<file path="config.mk">
export PLATFORM = sky130hd
export DESIGN_NAME = sync_fifo_param
export DESIGN_NICKNAME = d
export VERILOG_FILES = /design/src/rtl/sync_fifo_param.sv
export SDC_FILE = /design/constraint.sdc
export NUM_CORES = 1
export LEC_CHECK = 0
export BUFFER_PORTS_ARGS = -buffer_cell sky130_fd_sc_hd__clkbuf_2
export CAP_MARGIN = 20
export CORE_UTILIZATION = 49
export CTS_CLUSTER_SIZE = 16
export DETAILED_ROUTE_END_ITERATION = 10
export GPL_TIMING_DRIVEN = 0
export PLACE_DENSITY_LB_ADDON = 0.3
export SYNTH_ARGS = -nofsm -noshare
export SYNTH_HDL_FRONTEND = slang
export SYNTH_SLANG_ARGS = --single-unit
</file>
<file path="constraint.sdc">
create_clock -name Clk -period 3.2 [get_ports Clk]
set_clock_uncertainty 0.15 [all_clocks]
set_input_delay 0 -clock Clk [delete_from_list [all_inputs] [get_ports Clk]]
set_output_delay 0 -clock Clk [all_outputs]
set_load 0.02 [all_outputs]
</file>
<file path="src/rtl/sync_fifo_param.sv">
// Parametrised single-clock FIFO with almost-full/empty thresholds, sticky
// overflow/underflow flags and either registered-read or first-word-fall-through output.
module sync_fifo_param #(
  parameter int DATA_W    = 8,
  parameter int DEPTH     = 64,
  parameter int AFULL_TH  = DEPTH - 4,
  parameter int AEMPTY_TH = 4,
  parameter int FWFT      = 0
) (
  input  logic                   Clk,
  input  logic                   Rst,
  input  logic                   wr,
  input  logic [DATA_W-1:0]      DB,
  input  logic                   rd,
  output logic [DATA_W-1:0]      dout,
  output logic                   full,
  output logic                   empty,
  output logic                   almost_full,
  output logic                   almost_empty,
  output logic [$clog2(DEPTH):0] count,
  output logic                   overflow,
  output logic                   underflow,
  input  logic                   clr_err
);

  localparam int AW = $clog2(DEPTH);
  localparam int CW = AW + 1;

  logic [DATA_W-1:0] mem_q [DEPTH];
  logic [AW-1:0]     wr_ptr_q, wr_ptr_d;
  logic [AW-1:0]     rd_ptr_q, rd_ptr_d;
  logic [CW-1:0]     count_q, count_d;
  logic [DATA_W-1:0] dout_q, dout_d;
  logic              full_q, full_d;
  logic              empty_q, empty_d;
  logic              afull_q, afull_d;
  logic              aempty_q, aempty_d;
  logic              ovf_q, ovf_d;
  logic              udf_q, udf_d;
  logic              write_ok, read_ok;

  // Handshake: a write is taken on any edge with wr=1 unless the FIFO is full
  // and no pop happens on that same edge; a read is taken on any edge with
  // rd=1 while not empty. Rejected requests leave storage, pointers and dout alone.
  always_comb begin
    write_ok = wr & (~full_q | rd);
    read_ok  = rd & ~empty_q;

    wr_ptr_d = wr_ptr_q;
    rd_ptr_d = rd_ptr_q;
    if (write_ok) wr_ptr_d = wr_ptr_q + AW'(1);
    if (read_ok)  rd_ptr_d = rd_ptr_q + AW'(1);

    count_d  = count_q + CW'(write_ok) - CW'(read_ok);
    full_d   = (count_d == CW'(DEPTH));
    empty_d  = (count_d == '0);
    afull_d  = (count_d >= CW'(AFULL_TH));
    aempty_d = (count_d <= CW'(AEMPTY_TH));

    dout_d = dout_q;
    if (FWFT != 0) begin
      // Present the head-of-queue word; bypass DB when the head is being written now.
      if (count_d != '0)
        dout_d = (write_ok && (wr_ptr_q == rd_ptr_d)) ? DB : mem_q[rd_ptr_d];
    end else if (read_ok) begin
      dout_d = mem_q[rd_ptr_q];
    end

    // A new error on the same edge as clr_err wins over the clear.
    ovf_d = (ovf_q & ~clr_err) | (wr & full_q & ~rd);
    udf_d = (udf_q & ~clr_err) | (rd & empty_q);
  end

  always_ff @(posedge Clk) begin
    if (write_ok) mem_q[wr_ptr_q] <= DB;
  end

  always_ff @(posedge Clk or negedge Rst) begin
    if (!Rst) begin
      wr_ptr_q <= '0;
      rd_ptr_q <= '0;
      count_q  <= '0;
      dout_q   <= '0;
      full_q   <= 1'b0;
      empty_q  <= 1'b1;
      afull_q  <= 1'b0;
      aempty_q <= 1'b1;
      ovf_q    <= 1'b0;
      udf_q    <= 1'b0;
    end else begin
      wr_ptr_q <= wr_ptr_d;
      rd_ptr_q <= rd_ptr_d;
      count_q  <= count_d;
      dout_q   <= dout_d;
      full_q   <= full_d;
      empty_q  <= empty_d;
      afull_q  <= afull_d;
      aempty_q <= aempty_d;
      ovf_q    <= ovf_d;
      udf_q    <= udf_d;
    end
  end

  assign dout         = dout_q;
  assign full         = full_q;
  assign empty        = empty_q;
  assign almost_full  = afull_q;
  assign almost_empty = aempty_q;
  assign count        = count_q;
  assign overflow     = ovf_q;
  assign underflow    = udf_q;

endmodule

</file>
; ---- Yosys cells after proc, flatten, opt, wreduce, memory -nomap -nowiden
; Memory sizes are Yosys's and may differ from the RTL's. A register that Yosys moved wholly into a read port is not among the register bits.
; Index checks and enable logic that the tools add are counted.
[word_totals]
regBits = 25
mem_bits_rw = 512
inputBits = 13
output_inout_bits = 21
word_cells = 35
mem_count = 1
[mem_list]
columns = memory, words, width, rd, rd_ports_with_merged_regs, write_ports, line
row1 = mem_q, 64, 8, 1, 1, 1, 29  ; logic [DATA_W-1:0] mem_q [DEPTH];
[classes]
add_sub_neg = 4
order_cmp = 2
eq_ne = 1
n_mux = 2
bitwise_logic = 14
reduce_logical = 2
[ops]
columns = op, count
row1 = "6-bit by 1-bit adder with 6-bit output, second input constant", 2
row2 = 7-bit by 1-bit adder with 7-bit output, 1
row3 = 1-bit AND, 7
row4 = "7-bit equality test, second input constant", 1
row5 = "7-bit by 6-bit greater-or-equal comparator with 1-bit output, second input constant", 1
row6 = "7-bit by 3-bit less-or-equal comparator with 1-bit output, second input constant", 1
row7 = 7-bit zero test, 1
row8 = 7-bit by 1-bit subtractor with 7-bit output, 1
row9 = 1-bit NOT, 4
row10 = 1-bit bitwise OR, 3
row11 = 1-bit 2-to-1 mux, 2
row12 = 1-bit zero test, 1

; ---- Longest topological paths before layout
; Gate-level depths: netlist of the first run.
[depth]
word_depth = 6
ltp_mapped = 14
mapped_depth_nobuf = 13

; ---- Worst setup path after synthesis of the first run
; No wires, ideal clock.
[synth_timing]
path_kind = reg2reg
startpoint = register full_q (netlist: full)
endpoint = register aempty_q (netlist: almost_empty)
setup_time_ns = 0.101
arrival_ns = 2.944
t_required_ns = 2.949
path_slack_ns = 0.005
stages_incl_launch_ff = 14
n_path_buf = 1
period_less_slack_ns = 3.195
path_cell_list = dfrtp_1 > nand2b_1 > and2_1 > clkbuf_1 > inv_1 > ha_1 > inv_1 > ha_1 > fa_1 > a21o_1 > a21oi_1 > xnor2_1 > or2_2 > nor4b_1
[synth_via]
elab_chain_cells = 6
[synth_rtl]
columns = item, line
row1 = start: declaration, 34  ; logic full_q, full_d;
row2 = start signal: assignment, 95  ; full_q <= full_d;
row3 = 1-bit NOT, 46  ; write_ok = wr & (~full_q | rd);
row4 = 1-bit bitwise OR, 46
row5 = 1-bit AND, 46
row6 = 7-bit by 1-bit adder with 7-bit output, 54  ; count_d = count_q + CW'(write_ok) - CW'(read_ok);
row7 = 7-bit by 1-bit subtractor with 7-bit output, 54
row8 = named net count_d[4], 32  ; logic [CW-1:0] count_q, count_d;
row9 = 7-bit by 3-bit less-or-equal comparator with 1-bit output, 58  ; aempty_d = (count_d <= CW'(AEMPTY_TH));
row10 = named net aempty_d, 37  ; logic aempty_q, aempty_d;
row11 = end signal: assignment, 98  ; aempty_q <= aempty_d;
row12 = end: declaration, 37
; The timed path passes the listed nets, and every way through them passes these cells.
; A chain may end at the register's enable or synchronous reset.

==> summary.md, run 1 <==
| Metric | Value |
|---|---|
| Final TNS setup | 0 ps |
| IO Pins | 34 |
| DR vias/cell | 6.01 |
| Vias in the first global route | around 11,000 |
| Final Hold Fails | 0 |
| Chip height | 212 µm |
| Crit-path slowest cell | a221oi_1 |
| Ys flop type | edfxtp_1 |
| CTS clk-pin slew, worst paths | 60 ps |
| Crit-path cells | buf_4, buf_2, buf_2, buf_2, mux4_2, a221oi_1, o32ai_1 |
| Synthesized-area fraction occupied by adder cells | 0.00615 |
| Worst VDD drop | 0.000507 V |
| Post-synth EDFFs | slightly above 500 |
| Register area share after synthesis | 0.752 |
| Gr usage total | 0.228 |
| Unique masters post-synth | 55 |
| Die Wd | about 210 µm |
| Starting Density | 0.498 |
| Sink Count | 545 |
| Post-synthesis area per instance | 19.6 µm² |
| Die area | 44,800 µm² |
| Initial antenna violation count | 0 |
| GPL Wtd Cong | around 0.95 |
| Residual DRC count | 0 |
| Clock Latency Late Sink | 610 ps |
| Post-synthesis register bit count | 545 |
| Largest family of logic cells by synthesized area | multiplexers |
| Post-synthesis mux area share | 0.144 |
| Hold crit path type | in2reg |
| Mapped Area | 21,500 µm² |
| Root buffer cell | clkbuf_16 |
| Critical Path Start | rd_ptr_q[1]$_DFFE_PN0P_ |
| Post-route ant nets | 0 |
| Placed Instance Area | 22,600 µm² |
| Global-route wire length before repair | roughly 72 mm |
| CP top delay family | buffers and inverters |
| Final setup violating endpoints | 0 |
| # rows | 76 |
| R2r startpoint | rd_ptr_q[1]$_DFFE_PN0P_ |
| Worst Path Arrival | 3450 ps |
| Async SR Flop Fraction | 0.0606 |
| Fmax | 317 MHz |
| Least-Margin Pin Slew | ~1100 ps |
| 1st-pass router iterations | 5 |
| Final-stage net count | between 1,000 and 1,500 |
| Slew HR | 0.223 |
| CTS tree | done |
| Routed length per placed instance | around 27 µm |
| Crit path max fanout | 10 |
| Finished Cell Area | approximately 25,000 µm² |
| Hold Slack | 49.2 ps |
| Crit Path Class | reg2reg |
| Antenna Cells | 0 |
| Most common cell after layout, fill and taps aside | edfxtp_1 |
| Outcome | finished clean |
| Bufs on Longest Clock Path | 3 |
| Crit path capture type | register |
| Filler instances | roughly 3,200 |
| Syn nets | 1,120 |
| Most frequent CP cell | buf_2 |
| Total power | 21.4 mW |
| Compound-Gate Fraction of Synth Area | 0.0372 |
| Vias after detailed routing | 11,100 |
| P_leak | between 8 and 9 nW |
| Final worst path period need | 3160 ps |
| GRT overflow | 0 |
| WP data required | 3490 ps |
| Most frequent cells in the layout | edfxtp_1 (512), mux4_2 (102), nor2_1 (89) |
| MaxCap Viol Count | 0 |
| Post-Synth Simple-Gate Area | 0.0370 |
| Crit-path max cell delay | around 610 ps |
| Area Overhead vs Synth | 14.1% |
| Cell Pwr Density | roughly 870 nW/µm² |
| Worst hold start | DB[2] |
| Largest net degree at the start of global routing | 49 |
| # H-tree levels | 2 |
| CP startpoint kind | register |
| Tcrit/Tclk final | 0.986 |
| Core Box Area | 43,300 µm² |
| Post-synthesis xor/xnor area fraction | 0.00528 |
| Num CTS Buffers | 54 |
| Number of I/O port buffers | 33 |
| Share of cells above drive strength 1 | 0.246 |
| Routed WL | just under 50 mm |
| Iteration-0 DRC count of the detailed router | between 1,000 and 1,500 |
| Yosys warning total | 0 |
| Mapped Cells | 1,097 |
| Fin. max-slew vios | 0 |
| CP Buf/Inv Count | 4 |
| DPL Wire Length | 32.6 mm |
-- worst reg2reg max path, delay by kind of cell (launching register included) --
family	cells	cell delay [ps]
flops	1	350
buf+inv	4	1300
compound gates	2	800
mux	1	390
-- per-stage QoR --
stage          setup slack, ps  utilization  instances
5_1_grt                  -25.7        0.568       1843
2_1_floorplan             5.16            -       1097
4_1_cts                  -13.6        0.566       1834
6_report                  45.0        0.568       1843
3_3_place_gp              -386        0.519       1715
3_5_place_dp              -427        0.523       1723
-- state kept, by name, indices dropped and copies added (netlist names) --
name,flops
almost_empty,1
almost_full,1
count,7
dout,8
empty,1
full,1
mem_q,512
overflow,1
rd_ptr_q,6
underflow,1
wr_ptr_q,6
-- worst paths after layout --
path,cells after the start,to,slack (ps)
worst max register to register,7,dout[3]$_DFFE_PN0P_,40
min in group asynchronous,3,empty$_DFF_PN1_,350
worst max-delay path,7,dout[3]$_DFFE_PN0P_,40
worst min register to register,1,rd_ptr_q[5]$_DFFE_PN0P_,330
worst min-delay path,1,mem_q[27][2]$_DFFE_PP_,50
max in group asynchronous,4,wr_ptr_q[5]$_DFFE_PN0P_,2350
-- per-layer routing --
layer	track usage	wire, µm	up-vias
met2	0.360	23300	576
li1	-	-	4720
met3	0.0418	4700	95
met4	0.0855	1610	0
met1	0.318	19800	5687
met5	0	0	-
-- synthesized netlist by cell type (all sizes together), types with 8 or more instances --
library cell	n	area [µm²]
a221oi	8	70.1
a22o	8	70.1
mux4	104	2350
nand2	38	143
or3	9	56.3
mux2i	40	400
nand3	9	45.0
xnor2	10	87.6
clkbuf	17	63.8
buf	40	262
nor2	89	334
mux2	32	360
a21oi	12	60.1
inv	16	60.1
o2111ai	9	78.8
ha	9	113
edfxtp	512	15400
a221o	12	120
a2111oi	8	70.1
dfrtp	31	776
-- timing repair --
action                                  4_1_cts  5_1_grt
endpoints found under the setup margin      196       24
resized for setup                            12       11
pin swaps                                     0        4
cloned                                        0        0
hold buffers                                 15        0
buffers inserted                              0        9
endpoints found under the hold margin       161        0
-- power by group --
group	internal [mW]	switching (mW)	leakage (nW)	total (mW)
Clock	3.41	2.59	0.809	6.00
Combinational	2.81	4.10	2.19	6.91
Sequential	8.23	0.242	5.01	8.47
-- kinds of logic after synthesis --
group	Yosys count
mux	176
fa+ha+maj	10
flops	545
simple gates	178
xor+xnor	13
compound gates	101
buf+inv	74
-- layout make-up --
cell class / count / area, µm² / area share
Timing Repair Buffer: 65 / 561 / 0.0228
Tap cell: 585 / 732 / 0.0298
Buffer: 55 / 325 / 0.0132
Sequential cell: 545 / 16200 / 0.659
Inverter: 17 / 67.6 / 0.00275
Clock buffer: 77 / 1500 / 0.0609
Clock inverter: 21 / 168 / 0.00682
Multi-Input combinational cell: 478 / 5030 / 0.205
(Power assumes the default switching activity.)
==> run 2, diff against run 1 <==
Settings changed: SLEW_MARGIN from default to 20.
Clock period 3.2 ns to 3 ns, I/O delays scaled along.
==> run 2 against run 1 <==
Effect of this change:
- the run now ends with negative hold slack, negative setup slack left
- flip-flop and latch count is the same
- die area is the same
- non-clock buffer count shrank 15
- clock-buffer cell count shrank 11
- via count shrank 0.34%
- largest cell class unchanged
==> summary.md, run 2 (same netlist as run 1, synthesis figures left out) <==
| Metric | Value |
|---|---|
| 1st-pass router iterations | 5 |
| Worst Path Arrival | 3200 ps |
| Routed WL | 50.1 mm |
| Chip height | 212 µm |
| P_leak | 7.92 nW |
| Most common cell after layout, fill and taps aside | edfxtp_1 |
| Total power | 23.2 mW |
| Initial antenna violation count | 0 |
| Core Box Area | 43,300 µm² |
| Gr busiest metal | met2 |
| Tcrit/Tclk final | 1.04 |
| Clock Latency Late Sink | 600 ps |
| CTS tree | done |
| # H-tree levels | 2 |
| Least-Margin Pin Slew | 1090 ps |
| Slew HR | 0.269 |
| Crit path capture type | register |
| Final core occ | 0.567 |
| Cell Pwr Density | 944 nW/µm² |
| Multi-input gate area | 5190 µm² |
| Placed Instance Area | 22,500 µm² |
| M2 GR Usage | 0.365 |
| Iteration-0 DRC count of the detailed router | about 1,200 |
| Fmax | 319 MHz |
| Final worst path period need | 3130 ps |
| Gr usage total | 0.230 |
| Filler instances | ~3,200 |
| M3 GR Usage | 0.0565 |
| Share of cells above drive strength 1 | 0.274 |
| Bufs on Longest Clock Path | 3 |
| CP startpoint kind | register |
| Final-stage net count | 1,225 |
| Max reg flops | 512 |
| DR vias/cell | between 6 and 7 |
| Reg with most FFs | mem_q |
| Outcome | finished with violations |
| IO Pins | 34 |
| Global-route wire length before repair | about 73 mm |
| Root buffer cell | clkbuf_16 |
| Most frequent cells in the layout | edfxtp_1 (512), mux4_2 (102), nor2_1 (64) |
| Final Hold Fails | 5 |
| Vias in the first global route | 11,100 |
| Fin. max-slew vios | 0 |
| Crit Path Class | reg2reg |
| GRT overflow | 0 |
| Residual DRC count | 0 |
| Area Overhead vs Synth | 13.9% |
| Sink Count | 545 |
| MaxCap Viol Count | 0 |
| PnR worst setup slack | -133 ps |
| Hold Slack | -23.2 ps |
| Die Wd | 212 µm |
| Antenna Cells | 0 |
| # rows | 76 |
| Finished Cell Area | 24,500 µm² |
| Routed length per placed instance | 27.4 µm |
| Num CTS Buffers | 55 |
| Number of I/O port buffers | 33 |
| Reg area | between 15,000 and 20,000 µm² |
| Vias after detailed routing | 11,000 |
| Worst VDD drop | 0.000542 V |
| RSZ-0062 raised after global routing | true |
| Die area | between 40,000 and 50,000 µm² |
| Failing checks | negative hold slack, negative setup slack |
| Met1 track demand over resource | 0.315 |
| GPL Wtd Cong | between 0.9 and 1 |
| DPL Wire Length | 31.1 mm |
| WP data required | 3070 ps |
| Post-route ant nets | 0 |
| Largest net degree at the start of global routing | between 60 and 70 |
| CTS clk-pin slew, worst paths | 60 ps |
| Final setup violating endpoints | 56 |
| Starting Density | 0.498 |
| Hold crit path type | in2reg |
| Crit path max fanout | 8 |
run 2: cell count changes in the layout (fill, tap and decap cells not counted), sizes merged:
cell,previous run,this run
buf,57,47
clkbuf,126,115
clkinv,16,30
clkinvlp,2,3
dlygate4sd3,14,9
inv,18,17
run 2: final cells by class:
type                    instances  share of cell area
clock inverters                35             0.00943
plain buffers                  55              0.0134
repair buffers                 50              0.0142
inverters                      17             0.00316
clock buffers                  66              0.0586
multi-input cells             478               0.211
flip-flops and latches        545               0.660
well taps                     585              0.0298
run 2: routing by layer:
metal | up-vias | routed length (µm)
li1 | 4710 | -
met1 | 5714 | 20500
met2 | 527 | 24000
met3 | 89 | 4280
met4 | 0 | 1340
met5 | - | 0
run 2: worst max-delay path, cell delays in order (launching register included):
cell and delay (ps):
dfrtp_2 410, nand2b_1 90, and2_4 180, clkinvlp_4 110, buf_4 170, nor2_1 210, nand3_1 570, nor2_1 860
run 2: path summary, 6_finish.rpt:
| path | start | end | slack, ps | cells after the start |
|---|---|---|---|---|
| hold reg to reg | rd_ptr_q[5]$_DFFE_PN0P_ | rd_ptr_q[5]$_DFFE_PN0P_ | 330 | 1 |
| hold / removal | DB[0] | mem_q[26][0]$_DFFE_PP_ | -20 | 1 |
| setup reg to reg | full$_DFF_PN0_ | mem_q[14][1]$_DFFE_PP_ | -130 | 7 |
| min in group asynchronous | Rst | empty$_DFF_PN1_ | 330 | 3 |
| max in group asynchronous | Rst | wr_ptr_q[0]$_DFFE_PN0P_ | 2170 | 4 |
| setup / recovery | full$_DFF_PN0_ | mem_q[14][1]$_DFFE_PP_ | -130 | 7 |
run 2: repair_timing:
item	4_1_cts	5_1_grt
hold buffers	10	0
resized for setup	22	42
endpoints found under the hold margin	72	0
setup buffers	4	3
setup endpoints to repair	75	303
pin swaps	7	9
run 2: power by group:
group	switching, mW	internal, mW	total (mW)
logic	4.62	3.10	7.72
clock network	2.81	3.58	6.39
registers	0.277	8.78	9.06
total	7.71	15.5	23.2
run 2: through the flow:
| stage | hold slack [ps] | TNS [ps] | setup slack, ps | instances |
|---|---|---|---|---|
| 2_1_floorplan | -446 | 0 | 1.00 | 1097 |
| 3_3_place_gp | -14.4 | -4340 | -360 | 1715 |
| 3_5_place_dp | -4.46 | -5130 | -416 | 1715 |
| 4_1_cts | 10.7 | -4750 | -104 | 1829 |
| 5_1_grt | 8.09 | -8670 | -167 | 1831 |
| 6_report | -23.2 | -5660 | -133 | 1831 |
==> run 3, diff against run 2 <==
Clock period 3 ns to 3.35 ns, I/O delays scaled along.
==> run 3 against run 2 <==
Effect of this change:
- highest routed layer unchanged
- critical path type unchanged
- global-route usage is essentially flat
- combinational power is 17% lower
- the run now ends clean
- via count is 0.55% lower
==> summary.md, run 3 (same netlist as run 1, synthesis figures left out) <==
| Metric | Value |
|---|---|
| Cell Pwr Density | 836 nW/µm² |
| Placed insts | 1,715 |
| Vias after detailed routing | 11,000 |
| Crit path max fanout | 10 |
| Max reg flops | between 500 and 600 |
| Final-stage net count | ~1,200 |
| Slew HR | 0.244 |
| # H-tree levels | 2 |
| GRT overflow | 0 |
| Initial antenna violation count | 0 |
| End point of the critical path | dout[7]$_DFFE_PN0P_ |
| Final setup violating endpoints | 0 |
| Hold crit path type | in2reg |
| Bufs on Longest Clock Path | 3 |
| Filler instances | 3,273 |
| P_leak | 7.89 nW |
| Antenna Cells | 0 |
| GPL Wtd Cong | roughly 0.95 |
| Largest net degree at the start of global routing | 65 |
| Tcrit/Tclk final | 0.990 |
| Num CTS Buffers | 54 |
| # rows | 76 |
| IO Pins | 34 |
| Share of cells above drive strength 1 | 0.238 |
| Residual DRC count | 0 |
| Layout Cells excl Fill | 1,828 |
| Worst Path Arrival | 3610 ps |
| Routed wl met2 | 23.7 mm |
| Gr usage total | 0.230 |
| 1st-pass router iterations | 5 |
| Placed Instance Area | 22,500 µm² |
| Finished Cell Area | 24,300 µm² |
| CTS clk-pin slew, worst paths | 60 ps |
| Final worst path period need | 3320 ps |
| Total power | 20.3 mW |
| CP startpoint kind | register |
| CTS tree | done |
| Final TNS setup | 0 ps |
| Final core occ | 0.563 |
| Crit Reg-Reg Endpoint | dout[7]$_DFFE_PN0P_ |
| Met1 Routed Length | 20.5 mm |
| Root buffer cell | clkbuf_16 |
| Outcome | finished clean |
| Die area | around 45,000 µm² |
| WP data required | 3650 ps |
| Clock Latency Late Sink | 610 ps |
| Number of I/O port buffers | 33 |
| Routed length per placed instance | 27.2 µm |
| Worst VDD drop | between 0.0004 and 0.0005 V |
| Sink Count | roughly 550 |
| R2r startpoint | rd_ptr_q[1]$_DFFE_PN0P_ |
| Vias in the first global route | roughly 11,000 |
| Reg with most FFs | mem_q |
| Pre-CTS setup slack | -301 ps |
| Fin. max-slew vios | 0 |
| Most common cell after layout, fill and taps aside | edfxtp_1 |
| Fmax | 302 MHz |
| Routed WL | 49.7 mm |
| Chip height | 212 µm |
| Worst R2R Path Depth | 7 |
| Hold Slack | 30.6 ps |
| R2r setup slk | 30 ps |
| Least-Margin Pin Slew | 1110 ps |
| DPL Wire Length | 31.1 mm |
| Critical Path Start | rd_ptr_q[1]$_DFFE_PN0P_ |
| Area Overhead vs Synth | 13.0% |
| Crit path capture type | register |
| PnR worst setup slack | approximately 34 ps |
| Core Box Area | approximately 43,000 µm² |
| Post-route ant nets | 0 |
| Most frequent cells in the layout | edfxtp_1 (512), mux4_2 (102), nor2_1 (89) |
| Met3 WL | 4.08 mm |
| Iteration-0 DRC count of the detailed router | 1,007 |
| DR vias/cell | 6.01 |
| Crit Path Class | reg2reg |
| MaxCap Viol Count | 0 |
| Max Used Layer | met4 |
| Final Hold Fails | 0 |
| Global-route wire length before repair | 72.7 mm |
| RSZ-0062 raised after global routing | false |
| Die Wd | between 200 and 250 µm |
| Starting Density | 0.498 |
run 3: changes by cell type in the layout (fill, tap and decap cells not counted), moves of 3 or more:
cell	change
a2111oi_2	-3
buf_4	-3
clkbuf_1	+7
a221oi_2	-4
clkinv_1	-7
a2111oi_0	+3
nor2_1	+25
nor2_2	-25
a221oi_1	+5
clkbuf_8	+8
clkinv_2	-4
run 3: timing repair:
item,in CTS,in global routing
hold buffers,10,0
setup endpoints to repair,69,8
gates resized for setup,4,9
hold endpoints to repair,72,0
setup buffers,0,5
pin swaps,0,1
run 3: worst min path at each step:
stage           from                     end  slack [ps]  cells past startpoint
5_1_grt        DB[6]  mem_q[44][6]$_DFFE_PP_          30                      1
3_5_place_dp     Rst      count[5]$_DFF_PN0_          -9                      1
4_1_cts        DB[6]  mem_q[44][6]$_DFFE_PP_           3                      1
3_3_place_gp     Rst      count[1]$_DFF_PN0_         -20                      1
6_report       DB[0]  mem_q[28][0]$_DFFE_PP_          30                      1
2_1_floorplan    Rst   almost_full$_DFF_PN0_        -450                      0
run 3: per-layer routing:
metal  global-route usage  up-vias
met5                    0        -
met4               0.0812        0
met3               0.0487       94
met2                0.362      479
met1                0.320     5718
li1                     -     4688
run 3: critical path, cell delays in order, from the launching register on:
cell      delay, ps
dfrtp_1         350
buf_4           180
buf_2           300
buf_2           450
buf_2           410
mux4_2          380
a221oi_1        740
o32ai_1         200
run 3: layout make-up:
cell class	instances	area, µm²	area share
inverters	17	71.3	0.00293
plain buffers	55	324	0.0133
well taps	585	732	0.0301
flip-flops and latches	545	16200	0.666
clock buffers	78	1520	0.0625
multi-input cells	478	4990	0.205
clock inverters	22	170	0.00699
repair buffers	48	333	0.0137
run 3: power breakdown:
group / switching, mW / internal [mW] / total [mW]
sequential: 0.239 / 7.86 / 8.10
combinational: 3.86 / 2.58 / 6.44
clock: 2.50 / 3.30 / 5.80
total: 6.60 / 13.7 / 20.3
